File: config.mk
export PLATFORM = sky130hd
export DESIGN_NAME = rr_stream_mux
export DESIGN_NICKNAME = d
export VERILOG_FILES = /design/src/rtl/rr_stream_mux.sv
export SDC_FILE = /design/constraint.sdc
export NUM_CORES = 1
export LEC_CHECK = 0
export ABC_AREA = 0
export CORE_MARGIN = 2
export CORE_UTILIZATION = 40
export DETAILED_ROUTE_END_ITERATION = 6
export DONT_BUFFER_PORTS = 1
export HOLD_SLACK_MARGIN = 0.1
export PLACE_DENSITY_LB_ADDON = 0.12
export SYNTH_ARGS = -nofsm -noshare
export SYNTH_HDL_FRONTEND = slang
export SYNTH_SLANG_ARGS = --single-unit
export TNS_END_PERCENT = 100
File: constraint.sdc
create_clock -name clk -period 6.9 [get_ports clk]
set_clock_uncertainty 0.2 [all_clocks]
set_input_delay 0.69 -clock clk [delete_from_list [all_inputs] [get_ports clk]]
set_output_delay 0.69 -clock clk [all_outputs]
set_load 0.05 [all_outputs]
File: src/rtl/rr_stream_mux.sv
// M-to-1 valid/ready stream mux with round-robin or fixed-select arbitration.
// Optional packet locking on A_last is enabled by defining RRMUX_LAST_LOCK_EN.
module rr_stream_mux #(
    parameter int N = 3,
    parameter int M = 8,
    parameter int W = 8
) (
    input  logic           clk,
    input  logic           rst_n,
    input  logic [M*W-1:0] A,
    input  logic [M-1:0]   A_valid,
    output logic [M-1:0]   A_ready,
    input  logic           MODE,
    input  logic [N-1:0]   S,
`ifdef RRMUX_LAST_LOCK_EN
    input  logic [M-1:0]   A_last,
    output logic           Y_last,
`endif
    output logic [W-1:0]   Y,
    output logic           Y_valid,
    input  logic           Y_ready,
    output logic [N-1:0]   Y_sel
);

    logic [N-1:0] ptr;
    logic [N-1:0] g;
    logic [N-1:0] idx;
    logic         found;
    logic         load_en;
    logic         xfer;
    logic [M-1:0] elig;
    logic [W-1:0] chan [M];

`ifdef RRMUX_LAST_LOCK_EN
    logic         lock;
    logic [N-1:0] lock_ch;
`endif

    always_comb begin
        for (int i = 0; i < M; i++) begin
            chan[i] = A[i*W +: W];
        end
    end

    assign load_en = !Y_valid || Y_ready;

    always_comb begin
        elig = '0;
        if (MODE) begin
            if (32'(S) < M) elig[S] = A_valid[S];
        end
`ifdef RRMUX_LAST_LOCK_EN
        else if (lock) begin
            elig[lock_ch] = A_valid[lock_ch];
        end
`endif
        else begin
            elig = A_valid;
        end
    end

    // Search starts just after the last grant, so the last winner goes last.
    always_comb begin
        found = 1'b0;
        g     = ptr;
        idx   = '0;
        for (int k = 1; k <= M; k++) begin
            idx = N'((int'(ptr) + k) % M);
            if (!found && elig[idx]) begin
                found = 1'b1;
                g     = idx;
            end
        end
    end

    always_comb begin
        A_ready = '0;
        if (found) A_ready[g] = load_en;
    end

    assign xfer = found && load_en;

    always_ff @(posedge clk or negedge rst_n) begin
        if (!rst_n) begin
            Y       <= '0;
            Y_valid <= 1'b0;
            Y_sel   <= '0;
            ptr     <= N'(M - 1);
`ifdef RRMUX_LAST_LOCK_EN
            Y_last  <= 1'b0;
            lock    <= 1'b0;
            lock_ch <= '0;
`endif
        end else begin
            if (load_en) Y_valid <= found;
            if (xfer) begin
                Y     <= chan[g];
                Y_sel <= g;
                if (!MODE) ptr <= g;
`ifdef RRMUX_LAST_LOCK_EN
                Y_last <= A_last[g];
`endif
            end
`ifdef RRMUX_LAST_LOCK_EN
            if (MODE) begin
                lock <= 1'b0;
            end else if (xfer) begin
                lock    <= !A_last[g];
                lock_ch <= g;
            end
`endif
        end
    end

endmodule
==> impl_metrics.yaml <==
setup_path:
  criticalPathCategory: "flip-flop to output port"
  cp-start-kind: "flip-flop"
  crit_chain: "inv_1 -> ha_1 -> xor2_1 -> mux4_2 -> a22oi_1 -> o221ai_2 -> a31oi_2 -> xnor2_4 -> buf_4 -> inv_1 -> nor3b_2"
  timing.rr.start: "ptr[0]"
  reg2regPathDepth: 13
  r2r_slack_ns: 1.66
  cpMostUsedCell: "inv_1"
  cp_max_fo: 35
  crit_path_top_delay_cell: "dfstp_2"
  end_kind: "output port"
  worstPathRequired_ns: 6.01
  cp.arrival_ns: 5.35
  r2r_end: "Y[2]"
  critPathMaxStageDelay_ns: 0.84
cts:
  cts_setup_buffers: 0
  cts_buffers: 3
  insertion_delay_ns: 0.24
  cts_tree: "done"
  clk_pin_slew_ns: 0.06
  cts_buffer_depth: 2
  h-tree-depth: 1
  root_buffer: "clkbuf_8"
  clock-sinks: 15
place:
  hpwlAfterDp_mm: 5.95
  place_ws_ns: 0.991
  gp_congestion: 0.919
  io_buffers: 0
timing:
  slew_headroom_pct: 40.8
  finalWorstSetupSlack_ns: 0.662
  grt_setup_unrepaired: "no"
  slew_viol_final: 0
  finalSetupViolCount: 0
  worst_pin_slew_ns: 0.885
  finalHoldViolCount: 0
  setup-tns-final_ns: 0
  fmax_ghz: 0.160
  fin_crit_ns: 6.24
  fin_crit_sh_pct: 90.4
synthesis:
  netlist_instances: 314
  yosysSeqAreaShare_pct: 14.5
  synth_cell_types: 70
  syn-mean-instance-area_um2: 8.30
  yosys.cell_count.top_type: "mux2i_1"
  synthTopCellsByCount: "62 x mux2i_1, 33 x nand2_1, 20 x o21ai_0"
  synth_largest_area_cell: "mux2i_1"
  async_reset_ff_share_pct: 100
  ys.flop_type: "dfrtp_1"
  syn-num-nets: 395
  synth_edf_count: 0
  synthTopCellsByArea: "mux2i_1 24%, dfrtp_1 12%, nand2_1 4.8%"
  synth_top_area_share_pct: 23.8
  ys_warn_count: 0
  ys_ff_latch: 15
  syn_area_mm2: 0.00261
final_layout:
  syn_to_final_growth_pct: 3.55
  finalNetCount: 387
  seq_area_um2: 379
  fill_cells: 654
  multi_input_area_mm2: 0.00208
  diodes: 0
  final_layout_size_suffix_gt1_share_pct: 12.5
floorplan:
  die-area_mm2: 0.00718
  io-pin-count: 99
  rows: 29
  start_util_pct: 41.3
  core_area_mm2: 0.00631
  fp.dieH_um: 84.7
  die_w_um: 84.7
worst_hold_path:
  hold_path_class: "input pin to flip-flop"
  min_to: "ptr[1]"
  min_delay_path_depth: 1
  min_from: "MODE"
drt:
  drcViolationCount: 0
  wirelength_mm: 7.44
  drt_iter0_drc: 142
  avgViaCountPerCell: 6.31
  drt-pass1-iter-count: 4
  vias: 2409
  wl_per_cell_um: 19.5
  ant_nets: 0
global_routing:
  grt_usage_pct: 20.7
  first_global_vias: 2384
  grt_max_degree: 36
  antenna_found_initial: 0
  overflow: 0
  grt_pass1_wl_mm: 12.2
status:
  status: "completed"
job:
  drv_cap: 0
## per-layer routing
metal	wire length [µm]	global-route usage (%)	part of all wire [%]
met5	0	0	0
met1	3090	26.0	41
met4	155	6.64	2.1
met3	489	3.83	6.6
met2	3710	35.9	50
## state kept, by name (all words and copies together) (netlist names)
register  cells
Y             8
ptr           3
Y_valid       1
Y_sel         3
## worst max-delay path, delay by kind of cell (launching register included)
kind	cells	cell delay (ns)
buffers and inverters	3	1.04
AOI/OAI and AO/OA	3	0.86
DFF	1	0.84
xor gates and xnor gates	2	0.78
and+or+nand+nor	1	0.74
muxes	1	0.44
adders and majority gates	1	0.38
## cell type report
| type | count | area share [%] |
|---|---|---|
| repair buffers | 9 | 2.59 |
| multi-input cells | 268 | 76.9 |
| clock buffers | 4 | 1.67 |
| well taps | 77 | 3.57 |
| inverters | 9 | 1.25 |
| flip-flops and latches | 15 | 14.0 |
## metrics by stage
stage | cells | hold WS [ns] | cell area (µm²) | utilization [%]
5_1_grt | 382 | 0.302 | 2700 | 42.8
3_5_place_dp | 377 | 0.195 | 2650 | 41.9
4_1_cts | 382 | 0.304 | 2700 | 42.8
6_report | 382 | 0.309 | 2700 | 42.8
3_3_place_gp | 377 | 0.195 | 2650 | 41.9
2_1_floorplan | 314 | 0.194 | 2610 | -
## worst max-delay path by stage
stage / cells after the start / to / startpoint / slack (ns)
finish: 11 / A_ready[1] / ptr[0] / 0.66
CTS: 11 / A_ready[1] / ptr[0] / 0.69
detailed placement: 11 / A_ready[1] / ptr[0] / 0.99
global placement: 11 / A_ready[1] / ptr[0] / 1.08
floorplan: 13 / A_ready[7] / ptr[0] / 1.07
global route: 11 / A_ready[0] / ptr[0] / 0.23
## cell families after synthesis
group / count (synthesis) / share of synthesized area, %
buffers and inverters: 31 / 7.01
DFF: 15 / 14.5
adders and majority gates: 2 / 0.960
xor gates and xnor gates: 5 / 2.40
AOI/OAI and AO/OA: 100 / 29.0
and+or+nand+nor: 93 / 18.7
muxes: 68 / 27.4
## what timing repair did
item	CTS	global route
endpoints found under the setup margin	0	0
resized for setup	0	0
hold buffers	1	0
hold endpoints to repair	15	0
## cells in the final DEF, fill, tap and decap left out, types with 3 or more instances in the layout
cell type | Yosys | layout
a211o_1 | 3 | 3
a21oi_1 | 12 | 12
a221o_1 | 3 | 3
a22oi_1 | 3 | 3
and2_1 | 3 | 3
buf_4 | 3 | 8
clkbuf_8 | 0 | 3
dfrtp_1 | 12 | 12
dfstp_2 | 3 | 3
inv_1 | 8 | 8
mux2_2 | 3 | 3
mux2i_1 | 62 | 62
nand2_1 | 33 | 33
nand3_1 | 6 | 6
nand4_1 | 3 | 3
nor2_1 | 15 | 15
nor2b_1 | 4 | 4
nor3_1 | 6 | 6
o2111ai_1 | 4 | 4
o211ai_1 | 3 | 3
o21a_1 | 5 | 5
o21ai_0 | 20 | 20
o21ai_1 | 9 | 9
o221ai_1 | 3 | 3
o31ai_1 | 6 | 6
or3_1 | 5 | 5
Power is left out: the tool's default activity adds up to more than one toggle a clock period on the data nets, which glitch-free logic cannot reach.
